<file path="src/rtl/fifo_rd_ctrl_if.sv">
// Stream, status and fifomem port bundle for fifo_rd_ctrl.
// The slave modport is the controller's view; master is the environment's view.
interface fifo_rd_ctrl_if #(
  parameter int DATASIZE = 8,
  parameter int ADDRSIZE = 4
);
  logic                  flush;
  logic                  s_valid;
  logic                  s_ready;
  logic [DATASIZE-1:0]   s_data;
  logic                  m_valid;
  logic                  m_ready;
  logic [DATASIZE-1:0]   m_data;
  logic [ADDRSIZE+1:0]   level;
  logic                  almost_full;
  logic                  mem_wclken;
  logic [ADDRSIZE-1:0]   mem_waddr;
  logic [DATASIZE-1:0]   mem_wdata;
  logic                  mem_wfull;
  logic                  mem_rclken;
  logic [ADDRSIZE-1:0]   mem_raddr;
  logic [DATASIZE-1:0]   mem_rdata;

  modport slave (
    input  flush, s_valid, s_data, m_ready, mem_rdata,
    output s_ready, m_valid, m_data, level, almost_full,
           mem_wclken, mem_waddr, mem_wdata, mem_wfull,
           mem_rclken, mem_raddr
  );

  modport master (
    output flush, s_valid, s_data, m_ready, mem_rdata,
    input  s_ready, m_valid, m_data, level, almost_full,
           mem_wclken, mem_waddr, mem_wdata, mem_wfull,
           mem_rclken, mem_raddr
  );
endinterface

</file>
<file path="src/rtl/fifo_rd_ctrl.sv">
// FIFO controller for a registered-read fifomem; a 2-entry output buffer
// turns the 1-cycle read latency into a first-word-fall-through stream.
module fifo_rd_ctrl #(
  parameter int DATASIZE    = 8,
  parameter int ADDRSIZE    = 4,
  parameter int AFULL_LEVEL = 14
) (
  input  logic           clk,
  input  logic           rst,
  fifo_rd_ctrl_if.slave  bus
);
  localparam int DEPTH = 1 << ADDRSIZE;
  localparam int PW    = ADDRSIZE + 1;
  localparam int LW    = ADDRSIZE + 2;

  logic [PW-1:0]               wr_q, wr_d, rd_q, rd_d, mem_cnt;
  logic                        rd_pend_q, rd_pend_d;
  logic [1:0]                  out_cnt_q, out_cnt_d, cnt_after;
  logic [1:0][DATASIZE-1:0]    obuf_q, obuf_d;
  logic                        mem_full, mem_empty, push, pop, issue;
  logic [2:0]                  credit;
  logic [LW-1:0]               level;

  assign mem_cnt   = wr_q - rd_q;
  assign mem_full  = (mem_cnt == PW'(DEPTH));
  assign mem_empty = (mem_cnt == '0);

  assign bus.s_ready = !rst && !mem_full;
  assign bus.m_valid = (out_cnt_q != 2'd0);
  assign bus.m_data  = obuf_q[0];

  assign push = bus.s_valid && !rst && !mem_full && !bus.flush;
  assign pop  = bus.m_valid && bus.m_ready;

  // Free buffer slots once this cycle's pop and any in-flight read are counted.
  assign credit = 3'd2 - {1'b0, out_cnt_q} - {2'b0, rd_pend_q} + {2'b0, pop};
  assign issue  = !rst && !bus.flush && !mem_empty && (credit != 3'd0) && !credit[2];

  assign level = LW'(mem_cnt) + LW'(rd_pend_q) + LW'(out_cnt_q);
  assign bus.level       = level;
  assign bus.almost_full = (level >= LW'(AFULL_LEVEL));

  assign bus.mem_wclken = push;
  assign bus.mem_waddr  = wr_q[ADDRSIZE-1:0];
  assign bus.mem_wdata  = bus.s_data;
  assign bus.mem_wfull  = mem_full;
  assign bus.mem_rclken = issue;
  assign bus.mem_raddr  = rd_q[ADDRSIZE-1:0];

  always_comb begin
    wr_d      = wr_q + PW'(push);
    rd_d      = rd_q + PW'(issue);
    rd_pend_d = issue;
    out_cnt_d = out_cnt_q + {1'b0, rd_pend_q} - {1'b0, pop};
    obuf_d    = obuf_q;
    cnt_after = out_cnt_q - {1'b0, pop};
    if (pop) obuf_d[0] = obuf_q[1];
    // With a read pending at most one word survives the pop, so the tail is slot 0 or 1.
    if (rd_pend_q) obuf_d[cnt_after[0]] = bus.mem_rdata;
    if (bus.flush) begin
      wr_d      = '0;
      rd_d      = '0;
      rd_pend_d = 1'b0;
      out_cnt_d = 2'd0;
      obuf_d    = '0;
    end
  end

  always_ff @(posedge clk or posedge rst) begin
    if (rst) begin
      wr_q      <= '0;
      rd_q      <= '0;
      rd_pend_q <= 1'b0;
      out_cnt_q <= 2'd0;
      obuf_q    <= '0;
    end else begin
      wr_q      <= wr_d;
      rd_q      <= rd_d;
      rd_pend_q <= rd_pend_d;
      out_cnt_q <= out_cnt_d;
      obuf_q    <= obuf_d;
    end
  end

  // Buffered plus in-flight words must never exceed the two buffer slots.
  always_ff @(posedge clk) begin
    if (!rst) assert ({1'b0, out_cnt_q} + {2'b0, rd_pend_q} <= 3'd2);
  end
endmodule

</file>
<file path="src/flat_wrapper.sv">
// flat-port wrapper written by rule: the top's interface ports become plain ports
module fifo_rd_ctrl_flat 
#(
  parameter int DATASIZE    = 8,
  parameter int ADDRSIZE    = 4,
  parameter int AFULL_LEVEL = 14
)
  (clk, rst, bus_flush, bus_s_valid, bus_s_data, bus_m_ready, bus_mem_rdata, bus_s_ready, bus_m_valid, bus_m_data, bus_level, bus_almost_full, bus_mem_wclken, bus_mem_waddr, bus_mem_wdata, bus_mem_wfull, bus_mem_rclken, bus_mem_raddr);
  fifo_rd_ctrl_if #(.DATASIZE(DATASIZE), .ADDRSIZE(ADDRSIZE)) bus_i ();
  input  logic clk;
  input  logic rst;
  input wire logic [$bits(bus_i.flush)-1:0] bus_flush;
  input wire logic [$bits(bus_i.s_valid)-1:0] bus_s_valid;
  input wire logic [$bits(bus_i.s_data)-1:0] bus_s_data;
  input wire logic [$bits(bus_i.m_ready)-1:0] bus_m_ready;
  input wire logic [$bits(bus_i.mem_rdata)-1:0] bus_mem_rdata;
  output wire logic [$bits(bus_i.s_ready)-1:0] bus_s_ready;
  output wire logic [$bits(bus_i.m_valid)-1:0] bus_m_valid;
  output wire logic [$bits(bus_i.m_data)-1:0] bus_m_data;
  output wire logic [$bits(bus_i.level)-1:0] bus_level;
  output wire logic [$bits(bus_i.almost_full)-1:0] bus_almost_full;
  output wire logic [$bits(bus_i.mem_wclken)-1:0] bus_mem_wclken;
  output wire logic [$bits(bus_i.mem_waddr)-1:0] bus_mem_waddr;
  output wire logic [$bits(bus_i.mem_wdata)-1:0] bus_mem_wdata;
  output wire logic [$bits(bus_i.mem_wfull)-1:0] bus_mem_wfull;
  output wire logic [$bits(bus_i.mem_rclken)-1:0] bus_mem_rclken;
  output wire logic [$bits(bus_i.mem_raddr)-1:0] bus_mem_raddr;
  assign bus_i.flush = bus_flush;
  assign bus_i.s_valid = bus_s_valid;
  assign bus_i.s_data = bus_s_data;
  assign bus_i.m_ready = bus_m_ready;
  assign bus_i.mem_rdata = bus_mem_rdata;
  assign bus_s_ready = bus_i.s_ready;
  assign bus_m_valid = bus_i.m_valid;
  assign bus_m_data = bus_i.m_data;
  assign bus_level = bus_i.level;
  assign bus_almost_full = bus_i.almost_full;
  assign bus_mem_wclken = bus_i.mem_wclken;
  assign bus_mem_waddr = bus_i.mem_waddr;
  assign bus_mem_wdata = bus_i.mem_wdata;
  assign bus_mem_wfull = bus_i.mem_wfull;
  assign bus_mem_rclken = bus_i.mem_rclken;
  assign bus_mem_raddr = bus_i.mem_raddr;
  fifo_rd_ctrl #(.DATASIZE(DATASIZE), .ADDRSIZE(ADDRSIZE), .AFULL_LEVEL(AFULL_LEVEL)) u_core (.clk(clk), .rst(rst), .bus(bus_i));
endmodule
</file>
<file path="config.mk">
export PLATFORM = sky130hd
export DESIGN_NAME = fifo_rd_ctrl_flat
export DESIGN_NICKNAME = d
export VERILOG_FILES = /design/src/rtl/fifo_rd_ctrl_if.sv /design/src/rtl/fifo_rd_ctrl.sv /design/src/flat_wrapper.sv
export SDC_FILE = /design/constraint.sdc
export NUM_CORES = 1
export LEC_CHECK = 0
export CAP_MARGIN = 20
export CORE_UTILIZATION = 43
export CTS_CLUSTER_SIZE = 10
export DETAILED_ROUTE_END_ITERATION = 7
export GPL_TIMING_DRIVEN = 0
export PLACE_DENSITY = 0.77
export SYNTH_ARGS = -nofsm -noshare
export SYNTH_HDL_FRONTEND = slang
export SYNTH_SLANG_ARGS = --single-unit
</file>
<file path="constraint.sdc">
create_clock -name clk -period 2.7 [get_ports clk]
set_input_delay 0.27 -clock clk [delete_from_list [all_inputs] [get_ports clk]]
set_output_delay 0.27 -clock clk [all_outputs]
set_load 0.1 [all_outputs]
</file>
## Yosys cells after proc, flatten, opt, wreduce, memory -nomap -nowiden

Index checks and enable logic that the tools add are counted.

- Register bits: 29
- Output and inout port bits: 36
- Logic and storage cells: 50

- $add $sub $neg: 11
- Magnitude comparators: 3
- Equal/unequal tests: 1
- Multiplexer cells: 10
- Reductions and logical operators: 19

Operator list:

| operator | number |
|---|---|
| 2-to-1 mux 16 bit | 2 |
| bitwise mux 16 bit | 1 |
| 2-to-1 mux 8 bit | 2 |
| adder 5 x 1 -> 5 bit | 2 |
| logical AND 1 bit | 10 |
| 2-to-1 mux 5 bit | 2 |
| demux 8 bit (select 1 bit) | 1 |
| adder 5 x 1 -> 6 bit | 1 |
| adder 6 x 2 -> 6 bit | 1 |
| >= comparator 6 x 4 -> 1 bit (second input constant) | 1 |
| equality test 5 bit (second input constant) | 1 |
| zero test 1 bit | 5 |
| zero test 5 bit | 1 |
| subtractor 5 bit | 1 |
| nonzero test 2 bit | 2 |
| adder 3 x 1 -> 3 bit | 1 |
| nonzero test 3 bit | 1 |
| subtractor 2 x 2 -> 3 bit (first input constant) | 1 |
| subtractor 3 x 1 -> 3 bit | 1 |
| adder 2 x 1 -> 2 bit | 1 |
| < comparator 1 x 2 -> 1 bit (second input constant) | 1 |
| 2-to-1 mux 2 bit | 1 |
| subtractor 2 x 1 -> 2 bit | 1 |
| >= comparator 1 bit (second input constant) | 1 |
| other kinds (2) | 2 |

## Logic depth before layout (Yosys ltp)

Gate-level depths: netlist (run 1).

- Word-level depth: 10
- Mapped depth: 15
- Mapped depth without buffers: 15

## Worst setup path after synthesis (run 1)

No wires, ideal clock.

- Path kind: register to register
- Start point: register u_core.wr_q[0]
- End point: register u_core.wr_q[4]
- Arrival: 6200 ps
- Path slack: -3632 ps
- Cell stages (with the launch flop): 15
- Path buffers: 0
- Clock period less this slack: 6332 ps
- Path through: dfrtp_1 inv_1 ha_1 inv_1 fa_1 a21o_1 a21oi_1 xnor2_2 nor3_2 nor4b_1 ha_1 ha_1 nand3_1 xor2_1 nor2_1

- Cells in the longest elaborated chain, start to end: 7

RTL lines:

| what | line | RTL |
|---|---|---|
| start: declaration | fifo_rd_ctrl.sv:16 | `logic [PW-1:0] wr_q, wr_d, rd_q, rd_d, mem_cnt;` |
| start signal: assignment | fifo_rd_ctrl.sv:77 | `wr_q <= wr_d;` |
| subtractor 5 bit | fifo_rd_ctrl.sv:24 | `assign mem_cnt = wr_q - rd_q;` |
| equality test 5 bit | fifo_rd_ctrl.sv:25 | `assign mem_full = (mem_cnt == PW'(DEPTH));` |
| net bus_mem_wfull | flat_wrapper.sv:25 | `output wire logic [$bits(bus_i.mem_wfull)-1:0] bus_mem_wfull;` |
| zero test 1 bit | fifo_rd_ctrl.sv:32 | `assign push = bus.s_valid && !rst && !mem_full && !bus.flush;` |
| logical AND 1 bit (2 in a row) | fifo_rd_ctrl.sv:32 |  |
| net bus_mem_wclken | flat_wrapper.sv:22 | `output wire logic [$bits(bus_i.mem_wclken)-1:0] bus_mem_wclken;` |
| adder 5 x 1 -> 5 bit | fifo_rd_ctrl.sv:51 | `wr_d = wr_q + PW'(push);` |
| 2-to-1 mux 5 bit | fifo_rd_ctrl.sv:60 | `if (bus.flush) begin` |
| net u_core.wr_d[4] | fifo_rd_ctrl.sv:16 |  |

The timed path passes the listed nets, and every way through them passes these cells.
A chain may end at the register's enable or synchronous reset.

## Worst setup path in the final report (run 1)

- Start point: register u_core.wr_q[0]
- End point: output port bus_almost_full

- Cells in the longest elaborated chain, start to end: 4

RTL lines:

| what | line | RTL |
|---|---|---|
| subtractor 5 bit | fifo_rd_ctrl.sv:24 |  |
| adder 5 x 1 -> 6 bit | fifo_rd_ctrl.sv:39 | `assign level = LW'(mem_cnt) + LW'(rd_pend_q) + LW'(out_cnt_q);` |
| adder 6 x 2 -> 6 bit | fifo_rd_ctrl.sv:39 |  |
| >= comparator 6 x 4 -> 1 bit | fifo_rd_ctrl.sv:41 | `assign bus.almost_full = (level >= LW'(AFULL_LEVEL));` |
| end: declaration | flat_wrapper.sv:21 | `output wire logic [$bits(bus_i.almost_full)-1:0] bus_almost_full;` |

No other way between the ends.

==> flow_summary_export.csv, run 1 <==
group,metric,value,unit
power_and_ir_drop,clkPwrFrac,9.5,%
final_layout,layout-drive-gt1-share,36.9,%
timing,max_freq,300,MHz
grt,grt_max_degree,30,
setup_path,startpoint_type,"flop",
grt,grt_use_total,17.9,%
placement,dpl.hpwl,2980,µm
grt,grt-ovfl-total,0,
yosys,synth_common_cells,"dfrtp_1 (29), nor2_1 (27), buf_4 (24)",
drt,routed_wl,4450,µm
yosys,syn_avg_cell_area,9.76,µm²
timing,tightest_slew,0.993,ns
placement,place_congestion,0.750,
timing,fin_setup_tns,-1.52,ns
grt,grt_pass1_wl,6710,µm
clock_tree,numCtsBuffers,5,
yosys,ys.flop_type,"dfrtp_1",
clock_tree,htreeDepth,2,
setup_path,arrival,3.06,ns
yosys,synth_edf_count,0,
yosys,synth_cell_types,33,
setup_path,reg2reg_depth,14,
yosys,synth.top_cell.area_share,37.4,%
timing,drv_slew,0,
yosys,synthCells,199,
clock_tree,worstSkewPairLatency,0.28,ns
floorplan,rows,24,
clock_tree,clock_sinks,29,
setup_path,reg2reg_slack,-0.17,ns
yosys,yosysWarnings,0,
clock_tree,cts_buffer_depth,2,
power_and_ir_drop,ir_worst_vdd,0.000824,V
yosys,syn_area,1940,µm²
floorplan,coreArea,4350,µm²
drt,drcViolationCount,0,
timing,period_share,123,%
drt,vias,1599,
power_and_ir_drop,p_leak,1.47,nW
clock_tree,clkTransAtPathRegs,0.06,ns
power_and_ir_drop,seqPwrFrac,15.7,%
drt,drtAntennaViolNets,0,
final_layout,syn2layout_area_growth,55.5,%
floorplan,io_pins,57,
timing,period_minus_slack,3.33,ns
timing,setup_viol,9,
timing,rsz0062_at_grt,"true",
power_and_ir_drop,powerDensity,1200,nW/µm²
timing,hold_viol,0,
timing,timing.slew.headroom,33.6,%
status,violations,"negative setup slack",
floorplan,initial_core_util,44.6,%
setup_path,path_class,"flop to output port",
yosys,ys_seq_area_share,37.4,%
yosys,async_flop_share,100,%
placement,io_buffers,48,
setup_path,cp-end-kind,"output port",
drt,wire_per_inst,13.9,µm
status,status,"complete, but fails checks",
setup_path,worst-path-max-fanout,2,
yosys,syn-num-nets,236,
setup_path,r2r_end,"u_core.wr_q[4]$_DFF_PP0_",
floorplan,die_h,69.2,µm
setup_path,rr_startpoint,"u_core.wr_q[0]$_DFF_PP0_",
setup_path,cp.required,2.43,ns
floorplan,die_x,69.2,µm
drt,dr.pass1.iters,6,
yosys,synth_seq_cells,29,
yosys,yosysMostFrequentCell,"dfrtp_1",
clock_tree,cts_tree,"done",
timing,skew,0.00588,ns
floorplan,die_area,4790,µm²
grt,antenna_found_initial,0,
final_layout,finalNetCount,304,
clock_tree,cts_root_buf,"clkbuf_8",
run,max_cap_viol_count,0,
yosys,yosysTopAreaCell,"dfrtp_1",
placement,post-place-ws,-1.31,ns
grt,grt_pass1_vias,1526,
timing,hold_slack,0.359,ns
power_and_ir_drop,combPwrFrac,74.8,%
min_path,hold_class,"primary input to async pin",
drt,drt_iter0_markers,40,
drt,routed_via_density,5.00,
clock_tree,cts_hold_buffers,0,
power_and_ir_drop,power_switching,2.03,mW
final_layout,diodes,0,
timing,setup_slack,-0.631,ns
yosys,synth_area_leaders,"dfrtp_1 (37%), buf_4 (9.3%), mux2i_1 (8.2%)",
power_and_ir_drop,swShare,56.2,%
final_layout,n_fill_cell,343,
power_and_ir_drop,p_int,1.58,mW
## sequential cells by signal, summed over array words and instances, names as in the netlist
signal / flops
u_core.obuf_q: 8
u_core.rd_q: 5
u_core.bus.m_data: 8
u_core.wr_q: 5
u_core.out_cnt_q: 2
u_core.rd_pend_q: 1
## kinds of logic (layout without fill, tap and decap cells)
family,count (synthesis),after routing,share of synthesized area [%]
AND/OR/NAND/NOR,54,54,13.8
buffers and inverters,48,117,14.0
flip-flops,29,29,37.4
AO/OA/AOI/OAI,22,22,7.99
adder cells (fa/ha/maj),16,16,11.9
multiplexers,16,16,8.25
XOR/XNOR,14,14,6.70
## worst max path at each step
stage	from	to	depth (start not counted)
detailed placement	u_core.wr_q[0]$_DFF_PP0_	bus_almost_full	11
finish	u_core.wr_q[0]$_DFF_PP0_	bus_almost_full	11
CTS	u_core.wr_q[0]$_DFF_PP0_	bus_almost_full	11
global placement	u_core.wr_q[0]$_DFF_PP0_	bus_almost_full	11
floorplan	u_core.wr_q[0]$_DFF_PP0_	u_core.wr_q[4]$_DFF_PP0_	14
global route	u_core.wr_q[0]$_DFF_PP0_	bus_almost_full	11
## metrics by stage
stage          util (%)  std cells  area, µm²  total power [mW]
6_report           69.3        320       3020              3.62
5_1_grt            69.3        320       3020              3.79
4_1_cts            64.9        312       2830              3.38
3_5_place_dp       61.2        299       2670              2.91
3_3_place_gp       61.2        299       2670              2.89
2_1_floorplan         -        199       2120              2.49
## critical path, stage by stage, from the launching register on
cell,delay (ns)
dfrtp_1,0.38
inv_1,0.06
ha_2,0.17
inv_2,0.04
fa_2,0.55
inv_2,0.05
fa_2,0.47
o21ai_1,0.13
o21ai_1,0.08
a211o_1,0.28
a221oi_4,0.34
buf_12,0.22
## layout make-up
cell class                      count  area [µm²]  area share, %
Buffer                             29         201           6.67
Multi-Input combinational cell    122        1210           40.2
Tap cell                           52        65.1           2.15
Inverter                           19        77.6           2.57
Sequential cell                    29         727           24.1
Clock buffer                        6        72.6           2.40
Clock inverter                      2        10.0          0.332
Timing Repair Buffer               61         652           21.6
## cell usage in the layout (no fill, tap or decap), types with 6 or more instances in the layout
cell type and n:
clkdlybuf4s50_1 37, ha_1 6, inv_1 12, mux2i_1 16
buf_6 9, nor2_1 26, dfrtp_1 28, a211oi_1 8
buf_4 33
## power by group through the flow
| stage | sequential (mW) | combinational, mW | clock [mW] |
|---|---|---|---|
| detailed placement | 0.577 | 2.34 | 0 |
| finish | 0.569 | 2.71 | 0.343 |
| floorplan | 0.558 | 1.94 | 0 |
| global route | 0.580 | 2.83 | 0.374 |
| CTS | 0.569 | 2.46 | 0.346 |
| global placement | 0.578 | 2.31 | 0 |
## metal layers
| metal | vias to the layer above | routed length [µm] | track usage (%) |
|---|---|---|---|
| li1 | 777 | - | - |
| met1 | 777 | 1740 | 20.7 |
| met2 | 42 | 2490 | 32.6 |
| met3 | 3 | 189 | 5.09 |
| met4 | 0 | 29 | 4.08 |
| met5 | - | 0 | 0 |
## what timing repair did
item                                    4_1_cts  5_1_grt
pin swaps                                     9       16
endpoints found under the setup margin       21       20
resized for setup                            81       27
buffers inserted                              5        7
Power figures use the tool's default switching activity.
==> run 2, diff against run 1 <==
- CORE_ASPECT_RATIO: unset -> 1.2
- HOLD_SLACK_MARGIN: unset -> 0.15
==> run 2 against run 1 <==
Compared with the run above:
- the run still ends with negative setup slack left
- power fell by 0.22%
- clock-buffer cell count rose by 1
- die area barely moved
- non-clock buffer count rose by 3
==> flow_summary_export.csv, run 2 (synthesized netlist as in run 1, its figures left out) <==
group,metric,value,unit
grt,grt_pass1_vias,1600,
timing,skew,0.00340,ns
grt,grt_pass1_wl,7170,µm
clock_tree,cts_hold_buffers,0,
timing,max_freq,306,MHz
drt,drtAntennaViolNets,0,
placement,place_congestion,0.778,
power_and_ir_drop,clkPwrFrac,9.7,%
setup_path,cp-end-kind,"output port",
setup_path,critPathSlowestCell,"fa_2",
clock_tree,clock_sinks,29,
grt,grt_use_total,19.5,%
power_and_ir_drop,power_switching,2.00,mW
floorplan,rows,26,
timing,drv_slew,0,
drt,drcViolationCount,0,
grt,antenna_found_initial,0,
timing,period_minus_slack,3.26,ns
grt,grt_max_degree,17,
timing,setup_viol,10,
floorplan,io_pins,57,
clock_tree,cts_buffer_depth,2,
final_layout,layout_common_cells,"buf_4 (37), clkdlybuf4s50_1 (37), dfrtp_1 (29), nor2_1 (26), mux2i_1 (16)",
setup_path,path_class,"flop to output port",
min_path,hold_class,"primary input to async pin",
power_and_ir_drop,ir_worst_vdd,0.000735,V
drt,vias,1593,
timing,period_share,121,%
power_and_ir_drop,combPwrFrac,74.7,%
power_and_ir_drop,swShare,55.5,%
drt,routed_via_density,4.89,
power_and_ir_drop,p_leak,1.46,nW
clock_tree,numCtsBuffers,5,
final_layout,syn2layout_area_growth,55.2,%
clock_tree,cts_tree,"done",
placement,io_buffers,48,
grt,grt-ovfl-total,0,
setup_path,crit_chain,"inv_1 > ha_2 > inv_2 > fa_2 > inv_2 > fa_2 > and4b_1 > a211o_1 > a221oi_4 > buf_12",
drt,dr.pass1.iters,4,
timing,timing.slew.headroom,34.4,%
setup_path,cp.required,2.43,ns
drt,drt_iter0_markers,31,
status,status,"complete, but fails checks",
clock_tree,htreeDepth,2,
timing,rsz0062_at_grt,"true",
power_and_ir_drop,seqPwrFrac,15.6,%
placement,dpl.hpwl,3130,µm
floorplan,die_x,63.3,µm
timing,setup_slack,-0.565,ns
power_and_ir_drop,powerDensity,1200,nW/µm²
power_and_ir_drop,p_total,3.61,mW
timing,tightest_slew,0.980,ns
setup_path,worst-path-max-fanout,5,
floorplan,coreArea,4290,µm²
timing,hold_viol,0,
drt,wire_per_inst,13.1,µm
run,max_cap_viol_count,0,
placement,post-place-ws,-1.27,ns
setup_path,max_stage_delay,0.55,ns
drt,routed_wl,4260,µm
final_layout,finalNetCount,307,
setup_path,startpoint_type,"flop",
final_layout,layout-drive-gt1-share,35.6,%
setup_path,arrival,2.99,ns
floorplan,die_area,4790,µm²
status,violations,"negative setup slack",
clock_tree,cts_root_buf,"clkbuf_8",
clock_tree,clkTransAtPathRegs,0.06,ns
final_layout,diodes,0,
power_and_ir_drop,p_int,1.61,mW
final_layout,fin_util,70.2,%
floorplan,initial_core_util,45.2,%
clock_tree,worstSkewPairLatency,0.27,ns
floorplan,die_h,75.6,µm
[run 2: routing by layer]
metal  global-route usage [%]  vias up  wire length (µm)
li1                         -      772                 -
met1                     22.2      774              1720
met2                     37.1       39              2300
met3                     3.14        8               142
met4                     6.82        0                86
met5                        0        -                 0
[run 2: path summary, 6_finish.rpt]
| check | start | to | slack, ns | depth (start not counted) |
|---|---|---|---|---|
| hold / removal | rst | u_core.out_cnt_q[0]$_DFF_PP0_ | 0.51 | 2 |
| setup reg to reg | u_core.wr_q[0]$_DFF_PP0_ | u_core.wr_q[4]$_DFF_PP0_ | -0.08 | 14 |
| hold reg to reg | u_core.obuf_q[14]$_DFFE_PP0P_ | u_core.obuf_q[14]$_DFFE_PP0P_ | 0.53 | 2 |
| max in group asynchronous | rst | u_core.bus.m_data[5]$_DFF_PP0_ | 1.69 | 3 |
| setup / recovery | u_core.wr_q[0]$_DFF_PP0_ | bus_almost_full | -0.56 | 10 |
| min in group clk | u_core.obuf_q[14]$_DFFE_PP0P_ | u_core.obuf_q[14]$_DFFE_PP0P_ | 0.53 | 2 |
[run 2: power by group through the flow]
stage | Combinational, mW | Clock, mW | Sequential [mW]
floorplan | 1.94 | 0 | 0.558
global placement | 2.32 | 0 | 0.573
detailed placement | 2.35 | 0 | 0.574
CTS | 2.49 | 0.365 | 0.563
global route | 2.81 | 0.384 | 0.573
finish | 2.70 | 0.351 | 0.563
[run 2: worst max-delay path: cells and delay by family, from the launching register on]
| family | cells | cell delay (ns) |
|---|---|---|
| AND/OR/NAND/NOR | 1 | 0.24 |
| buffers and inverters | 4 | 0.36 |
| flip-flops | 1 | 0.37 |
| AO/OA/AOI/OAI | 2 | 0.63 |
| adder cells (fa/ha/maj) | 3 | 1.12 |
[run 2: what timing repair did]
action	CTS	global route
endpoints found under the setup margin	21	19
endpoints found under the hold margin	0	0
resized for setup	82	17
setup buffers	9	7
gates cloned	0	0
pin swaps	5	6
[run 2: cell type report]
class	instances	area (µm²)
Buffer	29	201
Clock buffer	7	86.3
Fill cell	344	1280
Inverter	19	77.6
Multi-Input combinational cell	122	1190
Sequential cell	29	726
Tap cell	56	70.1
Timing Repair Buffer	64	667
[run 2: stage by stage]
stage,setup TNS (ns),hold WS (ns),cell area (µm²),instances
finish,-1.47,0.515,3010,326
global route,-3.40,0.557,3010,326
CTS,-1.19,0.531,2900,320
detailed placement,-9.92,0.518,2700,304
global placement,-9.35,0.511,2670,303
floorplan,-10.13,0.348,2120,199
